[src/rtl/alarm_pkg.sv]
// Shared types and constants for the sequential door alarm.
// State encoding is fixed because state_o drives the SEG/lcd debug fields directly.
package alarm_pkg;

  typedef enum logic [2:0] {
    StDisarmed = 3'd0,
    StExit     = 3'd1,
    StArmed    = 3'd2,
    StEntry    = 3'd3,
    StAlarm    = 3'd4
  } state_t;

  localparam int unsigned DefaultExitCycles  = 4;
  localparam int unsigned DefaultEntryCycles = 3;
  localparam int unsigned DefaultSirenCycles = 8;
  localparam int unsigned DefaultCntW        = 4;
  localparam int unsigned DefaultEvtW        = 4;

  // Same arming condition as the legacy combinational alarm.
  function automatic logic arm_request(input logic interruptor, input logic relogio);
    return interruptor | ~relogio;
  endfunction

endpackage

[src/rtl/delay_timer.sv]
// Synchronous load/decrement down-counter with a zero flag.
// Load wins over decrement; decrement stops at zero.
module delay_timer #(
  parameter int unsigned CNT_W = 4
) (
  input  logic             clk_2,
  input  logic             reset_n,
  input  logic             load_i,
  input  logic [CNT_W-1:0] load_val_i,
  input  logic             dec_i,
  output logic [CNT_W-1:0] count_o,
  output logic             zero_o
);

  logic [CNT_W-1:0] count_q;

  always_ff @(posedge clk_2) begin
    if (!reset_n) begin
      count_q <= '0;
    end else if (load_i) begin
      count_q <= load_val_i;
    end else if (dec_i && (count_q != '0)) begin
      count_q <= count_q - 1'b1;
    end
  end

  assign count_o = count_q;
  assign zero_o  = (count_q == '0);

endmodule

[src/rtl/alarm_sequencer.sv]
// Door alarm sequencer: exit delay, armed, entry delay, timed siren with acknowledge,
// and a saturating alarm event counter. Moore FSM sharing one down-counter.
module alarm_sequencer
  import alarm_pkg::*;
#(
  parameter int unsigned EXIT_CYCLES  = DefaultExitCycles,
  parameter int unsigned ENTRY_CYCLES = DefaultEntryCycles,
  parameter int unsigned SIREN_CYCLES = DefaultSirenCycles,
  parameter int unsigned CNT_W        = DefaultCntW,
  parameter int unsigned EVT_W        = DefaultEvtW
) (
  input  logic             clk_2,
  input  logic             reset_n,
  input  logic             porta,
  input  logic             relogio,
  input  logic             interruptor,
  input  logic             ack,
  output logic             siren,
  output logic             armed,
  output logic             arm_fault,
  output logic [2:0]       state_o,
  output logic [CNT_W-1:0] count_o,
  output logic [EVT_W-1:0] alarm_evt
);

  localparam logic [CNT_W-1:0] ExitLoad  = CNT_W'(EXIT_CYCLES - 1);
  localparam logic [CNT_W-1:0] EntryLoad = CNT_W'(ENTRY_CYCLES - 1);
  localparam logic [CNT_W-1:0] SirenLoad = CNT_W'(SIREN_CYCLES - 1);

  state_t           state_q, state_d;
  logic [EVT_W-1:0] evt_q;
  logic             siren_q, armed_q, fault_q;

  logic             arm_req;
  logic             fault_d;
  logic             evt_inc;
  logic             tmr_load, tmr_dec, tmr_zero;
  logic [CNT_W-1:0] tmr_val, tmr_count;

  assign arm_req = arm_request(interruptor, relogio);

  delay_timer #(
    .CNT_W (CNT_W)
  ) u_timer (
    .clk_2      (clk_2),
    .reset_n    (reset_n),
    .load_i     (tmr_load),
    .load_val_i (tmr_val),
    .dec_i      (tmr_dec),
    .count_o    (tmr_count),
    .zero_o     (tmr_zero)
  );

  // Next state and timer command. Any move into an untimed state clears the timer.
  always_comb begin
    state_d  = state_q;
    tmr_load = 1'b0;
    tmr_val  = '0;
    tmr_dec  = 1'b0;
    evt_inc  = 1'b0;

    if (!arm_req) begin
      state_d  = StDisarmed;
      tmr_load = 1'b1;
    end else begin
      unique case (state_q)
        StDisarmed: begin
          if (!porta) begin
            state_d  = StExit;
            tmr_load = 1'b1;
            tmr_val  = ExitLoad;
          end
        end
        StExit: begin
          // Any open-door cycle restarts the full exit window.
          if (porta) begin
            tmr_load = 1'b1;
            tmr_val  = ExitLoad;
          end else if (tmr_zero) begin
            state_d  = StArmed;
            tmr_load = 1'b1;
          end else begin
            tmr_dec = 1'b1;
          end
        end
        StArmed: begin
          if (porta) begin
            state_d  = StEntry;
            tmr_load = 1'b1;
            tmr_val  = EntryLoad;
          end
        end
        StEntry: begin
          // Closing the door again does not cancel the entry delay.
          if (tmr_zero) begin
            state_d  = StAlarm;
            tmr_load = 1'b1;
            tmr_val  = SirenLoad;
            evt_inc  = 1'b1;
          end else begin
            tmr_dec = 1'b1;
          end
        end
        StAlarm: begin
          if (ack) begin
            state_d  = StDisarmed;
            tmr_load = 1'b1;
          end else if (tmr_zero) begin
            if (porta) begin
              tmr_load = 1'b1;
              tmr_val  = SirenLoad;
              evt_inc  = 1'b1;
            end else begin
              state_d  = StArmed;
              tmr_load = 1'b1;
            end
          end else begin
            tmr_dec = 1'b1;
          end
        end
        default: begin
          state_d  = StDisarmed;
          tmr_load = 1'b1;
        end
      endcase
    end
  end

  assign fault_d = (state_q == StDisarmed) && arm_req && porta;

  // Outputs are registered from state_d so they always match the state register.
  always_ff @(posedge clk_2) begin
    if (!reset_n) begin
      state_q <= StDisarmed;
      evt_q   <= '0;
      siren_q <= 1'b0;
      armed_q <= 1'b0;
      fault_q <= 1'b0;
    end else begin
      state_q <= state_d;
      siren_q <= (state_d == StAlarm);
      armed_q <= (state_d == StArmed) || (state_d == StEntry);
      fault_q <= fault_d;
      if (evt_inc && (evt_q != {EVT_W{1'b1}})) begin
        evt_q <= evt_q + 1'b1;
      end
    end
  end

  assign siren     = siren_q;
  assign armed     = armed_q;
  assign arm_fault = fault_q;
  assign state_o   = state_q;
  assign count_o   = tmr_count;
  assign alarm_evt = evt_q;

endmodule
[config.mk]
export PLATFORM = sky130hd
export DESIGN_NAME = alarm_sequencer
export DESIGN_NICKNAME = d
export VERILOG_FILES = /design/src/rtl/alarm_pkg.sv /design/src/rtl/delay_timer.sv /design/src/rtl/alarm_sequencer.sv
export SDC_FILE = /design/constraint.sdc
export NUM_CORES = 1
export LEC_CHECK = 0
export ABC_AREA = 1
export CAP_MARGIN = 0
export CORE_MARGIN = 2
export CORE_UTILIZATION = 48
export DETAILED_ROUTE_END_ITERATION = 10
export PLACE_DENSITY_LB_ADDON = 0.08
export SLEW_MARGIN = 20
export SYNTH_ARGS = -nofsm -noshare
export SYNTH_HDL_FRONTEND = slang
export SYNTH_SLANG_ARGS = --single-unit
[constraint.sdc]
create_clock -name clk_2 -period 1.83 [get_ports clk_2]
set_clock_uncertainty 0.15 [all_clocks]
set_input_delay 0.183 -clock clk_2 [delete_from_list [all_inputs] [get_ports clk_2]]
set_output_delay 0.183 -clock clk_2 [all_outputs]
set_load 0.005 [all_outputs]
-- Yosys cells after proc, flatten, opt, wreduce, memory -nomap -nowiden
Index checks and enable logic that the tools add are counted.
- register bits after elaboration: 14
- input bits: 6
- word-level logic and storage cells: 64
- add/sub/neg operators: 2
- eq/ne operators: 8
- muxes and demuxes: 37
- bitwise operators: 2
- reductions and logical operators: 9
- operators with widths (operator ; count):
    $mux W3 ; 14
    $pmux W3 S5 ; 2
    $mux W1 ; 13
    $eq A3 B2 Y1 const B ; 4
    $mux W4 ; 2
    $eq A3 B3 Y1 const B ; 2
    $mux W2 ; 3
    $pmux W1 S5 ; 1
    $add A4 B1 Y4 const B ; 1
    $logic_and A1 B1 Y1 ; 4
    $logic_not A4 Y1 ; 1
    $ne A4 B4 Y1 const B ; 1
    $reduce_bool A4 Y1 ; 1
    $sub A4 B1 Y4 const B ; 1
    $eq A3 B1 Y1 const B ; 1
    $logic_not A3 Y1 ; 1
    $pmux W1 S3 ; 1
    $pmux W1 S2 ; 1
    $reduce_bool A2 Y1 ; 1
    $logic_or A1 B1 Y1 ; 1
    $not A1 Y1 ; 1
    $or A1 B1 Y1 ; 1

-- Longest topological paths before layout
Gate-level depths: netlist of run 1.
- depth after elaboration: 8
- gate-level depth with buffers: 11
- mapped depth without buffers: 11

-- Modules after synthesis
A second synthesis of run 1 with hierarchy kept.
- cell total of the unflattened synthesis: 135
- area, all modules: 855.8 um^2
- by module, submodules not included (module ; instances ; cells each ; area an instance (um^2) ; seq. area each (um^2)):
    alarm_sequencer ; 1 ; 94 ; 581.8 ; 200.2
    delay_timer ; 1 ; 41 ; 274.0 ; 80.1

-- Worst setup path before layout of run 1
Ideal clock, no wire load.
- path kind: flip-flop to flip-flop
- start: reg u_timer.count_q[0], in the netlist u_timer.count_o[0]
- end: reg u_timer.count_q[0], in the netlist u_timer.count_o[0]
- library setup time: 0.115 ns
- data arrival time: 1.343 ns
- data required time: 1.565 ns
- setup slack: 0.222 ns
- cell stages (with the launch flop): 11
- period minus slack after synthesis: 1.608 ns
- cells stage by stage: dfxtp_1 inv_1 ha_1 nand2_1 nor2_1 nand2_1 nand2_2 nor2_4 nand3_4 o21bai_1 nor2_1
- word-level cells in the longest chain between the ends: 7
- elaborated cells between the ends (all ways): 22
- those cells by class: 1 x add/sub; 17 x mux; 4 x reduce/logical
- RTL lines (element ; line ; source):
    start, declared ; delay_timer.sv:15 ; logic [CNT_W-1:0] count_q;
    start signal, assigned ; delay_timer.sv:21 ; count_q <= load_val_i;
    start signal, assigned ; delay_timer.sv:23 ; count_q <= count_q - 1'b1;
    $logic_not A4 Y1 ; delay_timer.sv:28 ; assign zero_o = (count_q == '0);
    $mux W1 ; alarm_sequencer.sv:79, alarm_sequencer.sv:95, alarm_sequencer.sv:108 ;
    $mux W1, on equally long branches ; alarm_sequencer.sv:105, alarm_sequencer.sv:76 ;
    $pmux W1 S3 ; alarm_sequencer.sv:66 ; unique case (state_q)
    $mux W1 ; alarm_sequencer.sv:62 ; if (!arm_req) begin
    $logic_and A1 B1 Y1 ; delay_timer.sv:22 ; end else if (dec_i && (count_q != '0)) begin
    $reduce_bool A2 Y1 (no source line) ; n/a ;
Several ways; a longest one is shown, not always the timed one. The select of a mux whose other input is x is not followed.
A chain may end at the register's enable or synchronous reset.

-- Final worst setup path of run 1
Ends and elaborated chain as after synthesis.

==> summary.md, run 1 <==
| Metric | Value |
|---|---|
| CP max stage delay | `0.36 ns` |
| PwrDens | `636 nW/um^2` |
| Setup tns final | `0 ns` |
| Synth Area in Simple Gates | `40.6%` |
| Post-CTS setup buffer count | `0` |
| CP Data Required Time | `1.85 ns` |
| GRT Total Usage | `21.4%` |
| Unrepaired setup endpoints after global routing | `no` |
| XOR/XNOR Fraction of Synth Area | `3.02%` |
| Arrival time worst endpoint | `1.72 ns` |
| Core area | `1710 um^2` |
| Worst setup startpoint | `u_timer.count_o[0]` |
| DRT Wirelength | `2010 um` |
| Launch point of the worst reg-to-reg path | `u_timer.count_o[0]` |
| CTS hold repair buffers | `0` |
| Period minus WS final | `1.69 ns` |
| Sequential Area | `283 um^2` |
| First-pass GRT wire length | `3390 um` |
| Critical Path Fanout Max | `5` |
| Critical-path cell list | `inv_1, ha_2, nand2_1, nor2_1, nand2_1, nand2_2, nor2_4, nand3_4, o21bai_1, nor2_1` |
| #FFs+latches synth | `14` |
| DR WL/cell | `11.0 um` |
| Multi-input gate area | `505 um^2` |
| Placer Congestion | `0.873` |
| Vias in the first global route | `838` |
| Least-Margin Pin Slew | `0.349 ns` |
| Number of max-cap violations | `0` |
| Antenna diodes | `0` |
| Buf/Inv on CP | `1` |
| Slew margin rel. | `76.7%` |
| DIE WIDTH | `46.6 um` |
| Ys Warns | `0` |
| CTS tree | `built` |
| Tot Pwr | `724 uW` |
| Worst-skew pair later-pin latency | `0.28 ns` |
| Mux cell area share after synthesis | `0%` |
| Die Y-Extent | `46.6 um` |
| 1st-pass router iterations | `4` |
| Final Cycle Share | `92.6%` |
| Ports | `20` |
| CTS Root Buffer Type | `clkbuf_4` |
| Fin nets | `168` |
| Syn Nets | `142` |
| VDD IR max | `0.000528 V` |
| Residual DRC count | `0` |
| Via density | `5.08` |
| Initial antenna violation count | `0` |
| Clk sinks | `14` |
| PortBufs | `19` |
| Antenna Violating Nets Remaining | `0` |
| Max Clk Rate | `0.590 GHz` |
| CP Capture Type | `flop` |
| Share of layout cells above drive strength 1 | `11.4%` |
| Largest family of logic cells by synthesized area | `simple AND/OR/NAND/NOR gates` |
| LEAKAGE | `0.000527 uW` |
| CTS Buf Count | `3` |
| Yosys cell types | `21` |
| Syn_area_per_cell | `6.49 um^2` |
| Seq/Total Area, Yosys | `32.2%` |
| CP startpoint kind | `flop` |
| Mapped Cells | `134` |
| Mapped Area | `870 um^2` |
| Worst min path class | `reg -> reg` |
| Max Root-Sink Buffers | `2` |
| Vias | `930` |
| Post-DP HPWL | `1510 um` |
| Worst-path clk slew | `0.08 ns` |
| CP Class | `reg -> reg` |
| Status | `finished, final reports clean` |
| Slowest cell on crit path | `dfxtp_2` |
| Starting Density | `50.9%` |
| Fin. max-slew vios | `0` |
| Fillers | `155` |
| P&R area growth vs syn | `30.8%` |
| H-tree levels | `1` |
| DIE AREA | `2170 um^2` |
| Min-delay src | `alarm_evt[1]` |
| Initial DRC count | `29` |
| Compound-Gate Fraction of Synth Area | `11.4%` |
| Row cnt | `15` |
| Setup-failing EPs final | `0` |
| Largest net degree at the start of global routing | `12` |
| Grt ovf | `0` |
| Final Hold Fails | `0` |
| CP delay by family, top | `simple AND/OR/NAND/NOR gates` |
| Post-synthesis adder-cell area fraction | `2.88%` |
## synth_stat cells
cell type | count | area share (%)
clkbuf_1 | 1 | 0.43
xor2_1 | 2 | 2.0
a31oi_1 | 1 | 0.72
o21ai_2 | 2 | 2.0
nand2_1 | 26 | 11
nor3_1 | 4 | 2.3
o21bai_1 | 3 | 2.6
a21oi_1 | 5 | 2.9
inv_1 | 22 | 9.5
dfxtp_1 | 14 | 32
nand2_2 | 3 | 2.2
o211ai_1 | 1 | 0.86
ha_1 | 2 | 2.9
xnor2_1 | 1 | 1.0
o21ai_1 | 2 | 1.2
nor2_1 | 20 | 8.6
nor2_4 | 2 | 2.6
nand3_1 | 19 | 11
nor2_2 | 1 | 0.72
o21ai_0 | 2 | 1.2
nand3_4 | 1 | 2.0
## where the power goes
| group | internal (uW) | switching (uW) |
|---|---|---|
| Clock | 76.3 | 102 |
| Sequential | 321 | 18.0 |
| Combinational | 93.9 | 113 |
## path summary, 6_finish.rpt
| check | to | slack, ns | depth (start not counted) |
|---|---|---|---|
| max | u_timer.count_o[0] | 0.14 | 10 |
| min | alarm_evt[1] | 0.36 | 2 |
| max reg2reg | u_timer.count_o[0] | 0.14 | 10 |
| min reg2reg | alarm_evt[1] | 0.36 | 2 |
## what timing repair did
item                       CTS  global route
gates resized for setup      0             3
hold endpoints to repair     0             0
setup endpoints to repair    0             4
## layer usage
layer  GRT usage (%)  vias to the layer above  wire (um)
li1                -                      480          -
met1            28.4                      416        925
met2            31.7                       30        932
met3            7.45                        4        128
met4            8.00                        0         25
met5               0                        -          0
## cells in the final DEF, fill, tap and decap left out, drive strengths merged, types with 4 or more instances in the layout
cell type	netlist	routed
nor2	23	23
o21ai	6	6
nor3	4	4
dfxtp	14	14
a21oi	5	5
inv	22	22
nand3	20	20
nand2	29	29
clkdlybuf4s50	0	19
## flip-flops by register name, indices dropped and copies added, names as in the netlist
signal / cells
siren: 1
armed: 1
state_o: 3
alarm_evt: 4
arm_fault: 1
u_timer.count_o: 4
## worst register-to-register path, cell delays in order, from the launching register on
cell      delay, ns
dfxtp_2        0.36
inv_1          0.06
ha_2           0.22
nand2_1        0.07
nor2_1         0.04
nand2_1        0.13
nand2_2        0.09
nor2_4         0.18
nand3_4        0.11
o21bai_1       0.14
nor2_1         0.06
## kinds of logic (layout without fill, tap and decap cells)
kind of cell	after synthesis	in the layout
simple gates	76	76
xor+xnor	3	3
fa+ha+maj	2	2
flops	14	14
buf+inv	23	47
compound gates	16	16
## per-stage QoR
stage	instances	worst slack [ns]	cell area, um^2	hold WS (ns)	util (%)
5_1_grt	183	0.00362	1140	0.405	66.6
6_report	183	0.135	1140	0.358	66.6
4_1_cts	183	0.0592	1130	0.361	66.3
3_5_place_dp	180	0.0380	1110	0.348	65.0
2_1_floorplan	134	0.222	870	0.175	-
3_3_place_gp	180	0.0800	1110	0.340	65.0
## cell type report
class | instances | area share, %
inverter | 22 | 7.26
sequential | 14 | 24.9
tap | 25 | 2.75
timing repair buffer | 22 | 18.7
multi-input combinational | 97 | 44.4
clock buffer | 3 | 1.98
Power figures use the tool's default switching activity.
==> inputs of run 2 (changes only) <==
- ABC_AREA: 1 -> default
- CORE_UTILIZATION: 48 -> 49
==> run 2 against run 1 <==
Against the previous run:
- the run now ends with setup timing left
- maximum frequency down 8.3%
- routed wire length up 24%
- register-to-register slack worse by 0.15 ns
- final cell count down 6.6%
- clock power up 30%
- via count up 5.6%
- final area up 16%
- hold slack better by 0.0018 ns
- sequential cell count unchanged
- sequential share of layout area down 3.4 points
- highest routed layer unchanged
==> summary.md, run 2 <==
| Metric | Value |
|---|---|
| Status | `complete, but fails checks` |
| Violated checks | `setup timing` |
| Post-synth EDFFs | `0` |
| Mapped Area | `895 um^2` |
| Clk sinks | `14` |
| GRT Total Usage | `24.3%` |
| Antenna diodes | `0` |
| PwrDens | `612 nW/um^2` |
| CP Capture Type | `flop` |
| Slew margin rel. | `69.0%` |
| CTS Root Buffer Type | `clkbuf_4` |
| Max Root-Sink Buffers | `2` |
| PortBufs | `19` |
| Post-DP HPWL | `1730 um` |
| First-pass GRT wire length | `3750 um` |
| DRT Wirelength | `2500 um` |
| Worst min path class | `reg -> reg` |
| Tot Pwr | `809 uW` |
| Number of max-cap violations | `0` |
| 1st-pass router iterations | `4` |
| Largest family of logic cells by synthesized area | `simple AND/OR/NAND/NOR gates` |
| Most frequent cells in the layout | `buf_4, clkdlybuf4s50_1, dfxtp_1` |
| Die Y-Extent | `46.7 um` |
| Period minus WS final | `1.85 ns` |
| Initial DRC count | `43` |
| Starting Density | `51.8%` |
| Reg2reg setup slack | `-0.02 ns` |
| Core area | `1730 um^2` |
| #FFs+latches synth | `14` |
| Worst-skew pair later-pin latency | `0.29 ns` |
| VDD IR max | `0.000410 V` |
| Synth area leader | `dfxtp_1` |
| Ys Warns | `0` |
| CP startpoint kind | `flop` |
| CP Data Required Time | `1.91 ns` |
| Final instance area | `1320 um^2` |
| Yosys cell types | `43` |
| Largest net degree at the start of global routing | `15` |
| Worst setup margin | `-0.0174 ns` |
| Antenna Violating Nets Remaining | `0` |
| Share of layout cells above drive strength 1 | `31.5%` |
| Min-delay src | `alarm_evt[1]` |
| FF-to-FF End | `armed` |
| Yosys top cell area share | `31.3%` |
| DIE WIDTH | `46.7 um` |
| Setup-failing EPs final | `2` |
| Grt ovf | `0` |
| P&R area growth vs syn | `47.7%` |
| CTS Buf Count | `3` |
| Vias in the first global route | `877` |
| Cell Area, Placed | `1230 um^2` |
| Vias | `982` |
| Placer Congestion | `0.940` |
| Final Hold Fails | `0` |
| Least-Margin Pin Slew | `0.458 ns` |
| Initial antenna violation count | `0` |
| Syn_area_per_cell | `8.52 um^2` |
| Ports | `20` |
| Arrival time worst endpoint | `1.93 ns` |
| DIE AREA | `2180 um^2` |
| XOR/XNOR Fraction of Synth Area | `3.92%` |
| Critical Path Fanout Max | `8` |
| Compound-Gate Fraction of Synth Area | `19.7%` |
| Most common cell after layout, fill and taps aside | `buf_4` |
| Max Clk Rate | `0.541 GHz` |
| Synth top area cells | `dfxtp_1, nor3_2, nor2b_1` |
| Fin nets | `155` |
| Synth Area in Simple Gates | `33.6%` |
| Synth Flop Type | `dfxtp_1` |
| Hold Slack | `0.360 ns` |
| R2R cell count | `7` |
| DR WL/cell | `14.6 um` |
| Row cnt | `15` |
| Mapped Cells | `105` |
| Fin. max-slew vios | `0` |
| Seq/Total Area, Yosys | `31.3%` |
| Via density | `5.74` |
| Top-count cell post-synth | `dfxtp_1` |
| Async S/R FF share, synth | `0%` |
| LEAKAGE | `0.000518 uW` |
| Unrepaired setup endpoints after global routing | `yes` |
| H-tree levels | `1` |
| Residual DRC count | `0` |
| Mux cell area share after synthesis | `2.80%` |
| CTS tree | `built` |
| Launch point of the worst reg-to-reg path | `u_timer.count_o[0]` |
| Hold path depth | `2` |
| Syn Nets | `113` |
| CP Class | `reg -> reg` |
| Final Cycle Share | `101%` |
| Setup tns final | `-0.0286 ns` |
| Hold Path End | `alarm_evt[1]` |
| Commonest cells post-synth | `dfxtp_1, nand2_1, a21oi_1, nor2_1` |
| Post-synthesis adder-cell area fraction | `2.80%` |
| Worst-path clk slew | `0.09 ns` |
run 2: layout make-up:
cell class,instances,area (um^2)
multi-input combinational,82,588
fill,146,405
timing repair buffer,43,370
sequential,14,284
clock buffer,4,36.3
tap,25,31.3
inverter,3,11.3
run 2: what timing repair did:
| action | in CTS | in global routing |
|---|---|---|
| pin swaps | 0 | 3 |
| setup buffers | 0 | 3 |
| hold buffers | 0 | 0 |
| endpoints found under the setup margin | 5 | 11 |
| gates resized for setup | 1 | 10 |
| endpoints found under the hold margin | 0 | 0 |
run 2: worst max-delay path: stages (launching register included):
cell and delay (ns):
dfxtp_2 0.33, inv_1 0.05, ha_2 0.16, or3b_4 0.45, nor3_4 0.18, a22oi_2 0.08, o22ai_1 0.22, nor2b_1 0.16
run 2: power breakdown:
part	switching (uW)	total (uW)	internal, uW
Sequential	11.0	328	317
Clock	111	232	121
Combinational	118	249	131
run 2: per-layer routing:
metal	up-vias	share of wire (%)	global-route usage [%]
li1	469	-	-
met1	472	44	31.1
met2	36	51	40.6
met3	5	4.0	4.23
met4	0	1.2	10.0
met5	-	0	0
run 2: stage by stage:
| step | utilization, % | instances | worst slack (ns) |
|---|---|---|---|
| floorplan | - | 105 | 0.0277 |
| global placement | 71.4 | 164 | -0.122 |
| detailed placement | 71.4 | 164 | -0.157 |
| CTS | 73.6 | 168 | 0.00699 |
| global route | 76.5 | 171 | -0.0854 |
| finish | 76.5 | 171 | -0.0174 |
run 2: worst max-delay path by stage:
stage	from	slack [ns]	cells past startpoint	end
after global placement	ack	-0.12	6	u_timer.count_o[1]
after detailed placement	porta	-0.16	6	u_timer.count_o[1]
after CTS	u_timer.count_o[1]	0.007	9	alarm_evt[3]
after floorplan	u_timer.count_o[0]	0.03	8	u_timer.count_o[1]
after global routing	u_timer.count_o[1]	-0.09	7	state_o[1]
final	u_timer.count_o[0]	-0.02	7	armed
run 2: logic make-up (layout without fill, tap and decap cells):
logic type,after synthesis,in the layout
AO/OA/AOI/OAI,27,27
XOR/XNOR,4,4
adder cells (fa/ha/maj),2,2
buffers and inverters,9,50
flip-flops,14,14
multiplexers,2,2
AND/OR/NAND/NOR,47,47
==> edit, RTL diff (flow settings as in run 2) <==
The package constant `DefaultEvtW` goes from 4 to 5.
--- a/src/rtl/alarm_pkg.sv
+++ b/src/rtl/alarm_pkg.sv
@@ -15,5 +15,5 @@
   localparam int unsigned DefaultSirenCycles = 8;
   localparam int unsigned DefaultCntW        = 4;
-  localparam int unsigned DefaultEvtW        = 4;
+  localparam int unsigned DefaultEvtW        = 5;
 
   // Same arming condition as the legacy combinational alarm.
Ports: changed (resized alarm_evt); port bits go from 20 to 21. No check against the original RTL was run, so the function may have changed too.
==> edit against run 2 <==
  * Global-route usage fell by 0.87 points
  * Synthesized area up 2.4%
  * Sequential share of layout area grew 0.72 points
  * Setup slack got worse by 0.037 ns
  * The run still ends with negative setup slack left
  * Critical endpoint unchanged
  * Cell area up 6.2%
  * Power shrank 1.7%
  * Cell count is the same
  * Sequential cell count rose by 1
  * Routed wire length shrank 5.0%
==> edit: results (changes against run 2) <==
status:
  status: "complete, but fails checks"
  violations: "negative setup slack"
detailed_routing:
  drtIter0Drc: 21  # -51%
  viasPerCell: 5.614  # -2.2%
  route.met3.wl_um: 129  # +30%
  wl_met2_mm: 1.250  # -1.7%
  wl_met1_um: 968  # -12%
  top_layer_used: "met4"
  drt-pass1-iter-count: 4  # unchanged
  drt-wirelength-per-cell_um: 13.89  # -5.0%
yosys:
  synthTopCellsByCount: "dfxtp_1, nor2_1, a21oi_1, nand2_1, o21ai_0"
  ys.flop_type: "dfxtp_1"
  synthesis.nets: 112  # -0.88%
  synth_area_leaders: "dfxtp_1, mux2i_1, ha_1"
  ys_seq_area_share_pct: 32.79  # +1.5 points
  yosys_warnings: 0  # unchanged
  async_flop_share_pct: 0  # unchanged
  ys_types: 42  # -2.3%
  synth_edf_count: 0  # unchanged
finish:
  area_growth_pct: 53.14
  fillers: 130  # -11%
  diodes: 0  # unchanged
  largest_reg_flops: 5
  drive_gt1_share_pct: 37.67  # +6.2 points
  finalNetCount: 156  # +0.65%
hold_path:
  holdPathStages: 2  # unchanged
  hold_path.class: "flop to flop"
global_routing:
  antenna_found_initial: 0  # unchanged
  grt_pass1_wl_mm: 3.767  # +0.56%
  grtUsageTotal_pct: 23.40  # -0.87 points
  grt_pass1_vias: 876  # -0.11%
  grt_max_degree: 10  # -5
setup_path:
  worstReg2RegEnd: "armed$_SDFF_PN0_"
  crit_arrival_ns: 1.95  # +0.02 ns
  crit_start: "u_timer.count_o[1]$_SDFFE_PN0P_"
  ff2ff_path_depth: 8  # +1
  setup.worst_path.end: "armed$_SDFF_PN0_"
  regToRegStartpoint: "u_timer.count_o[1]$_SDFFE_PN0P_"
  path_max_fanout: 4  # -4
power:
  leakagePower_uw: 0.0005575  # +7.7%
  vdd_ir_drop_max_v: 0.0006076  # +48%
clocking:
  clk_pin_slew_ns: 0.10
  worstSkewPairLatency_ns: 0.28
  clockBufferDepth: 2  # unchanged
  htree_levels: 1  # unchanged
  clock-root-buffer: "clkbuf_4"
  cts_made_buffers: 3  # unchanged
placed_design:
  port_buffers: 20  # +1
  place_area_um2: 1314  # +6.6%
  dpl.hpwl_mm: 1.820  # +5.0%
  place.gp.congestion: 0.9280  # -1.2%
sta:
  fin_ws_ns: -0.05479  # -0.03740 ns
  setup_viol: 6  # +4
  worst_pin_slew_ns: 0.3112  # -0.1472 ns
  fin_setup_tns_ns: -0.2886  # -0.2600 ns
[edit: changes by cell type in the layout (fill, tap and decap cells not counted), moves of 3 or more]
cell / run 2 / this run
nor3_2: 3 / 0
dfxtp_1: 11 / 8
nor2_1: 6 / 10
mux2i_1: 1 / 4
dfxtp_2: 3 / 6
[edit: per-layer routing]
layer / GRT usage (%) / vias up
met5: 0 / -
met4: 4.444 / 0
met3: 3.462 / 6
met2: 41.35 / 37
met1: 30.14 / 460
li1: - / 457
[edit: area by class of cell]
type,count,area share (%)
clock buffers,3,1.606
clock inverters,1,0.3568
inverters,3,0.8029
multi-input cells,81,45.94
flip-flops and latches,15,22.21
well taps,25,2.230
repair buffers,43,26.85
[edit: worst min path at each step]
stage,startpoint,endpoint,slack [ns]
2_1_floorplan,reset_n,state_o[0]$_SDFF_PN0_,0.22
3_3_place_gp,alarm_evt[3]$_SDFFE_PN0P_,alarm_evt[3]$_SDFFE_PN0P_,0.32
3_5_place_dp,alarm_evt[3]$_SDFFE_PN0P_,alarm_evt[3]$_SDFFE_PN0P_,0.34
4_1_cts,alarm_evt[3]$_SDFFE_PN0P_,alarm_evt[3]$_SDFFE_PN0P_,0.35
5_1_grt,alarm_evt[3]$_SDFFE_PN0P_,alarm_evt[3]$_SDFFE_PN0P_,0.39
6_report,alarm_evt[3]$_SDFFE_PN0P_,alarm_evt[3]$_SDFFE_PN0P_,0.35
[edit: power by group]
part	total, µW	internal [µW]	leakage (µW)	switching [µW]
registers	355	339	0.000125	16.2
logic	250	138	0.000415	112
clock network	190	80.9	0.0000177	109
total	795	558	0.000557	237
[edit: critical path, stage by stage, from the launching register on]
cell	delay (ns)
dfxtp_2	0.34
inv_2	0.07
ha_4	0.15
or3b_4	0.41
buf_6	0.14
nor3_4	0.13
a22oi_2	0.07
o22a_1	0.24
nor2_1	0.10
[edit: cell families after synthesis]
| kind of cell | after synthesis | synth area share [%] |
|---|---|---|
| compound gates | 22 | 16.40 |
| xor+xnor | 4 | 3.826 |
| fa+ha+maj | 3 | 4.099 |
| buf+inv | 7 | 3.961 |
| flops | 15 | 32.79 |
| mux | 5 | 5.601 |
| simple gates | 47 | 33.33 |
[edit: repair_timing]
| item | 4_1_cts | 5_1_grt |
|---|---|---|
| resized for setup | 7 | 9 |
| pin swaps | 8 | 2 |
| setup endpoints to repair | 10 | 11 |
| setup buffers | 0 | 2 |
[edit: stage by stage]
stage	worst slack [ns]	hold slack (ns)	instances
6_report	-0.05479	0.3487	171
5_1_grt	-0.1438	0.3869	171
2_1_floorplan	-0.002039	0.2231	103
4_1_cts	-0.05709	0.3545	169
3_5_place_dp	-0.1938	0.3396	165
3_3_place_gp	-0.1510	0.3223	165
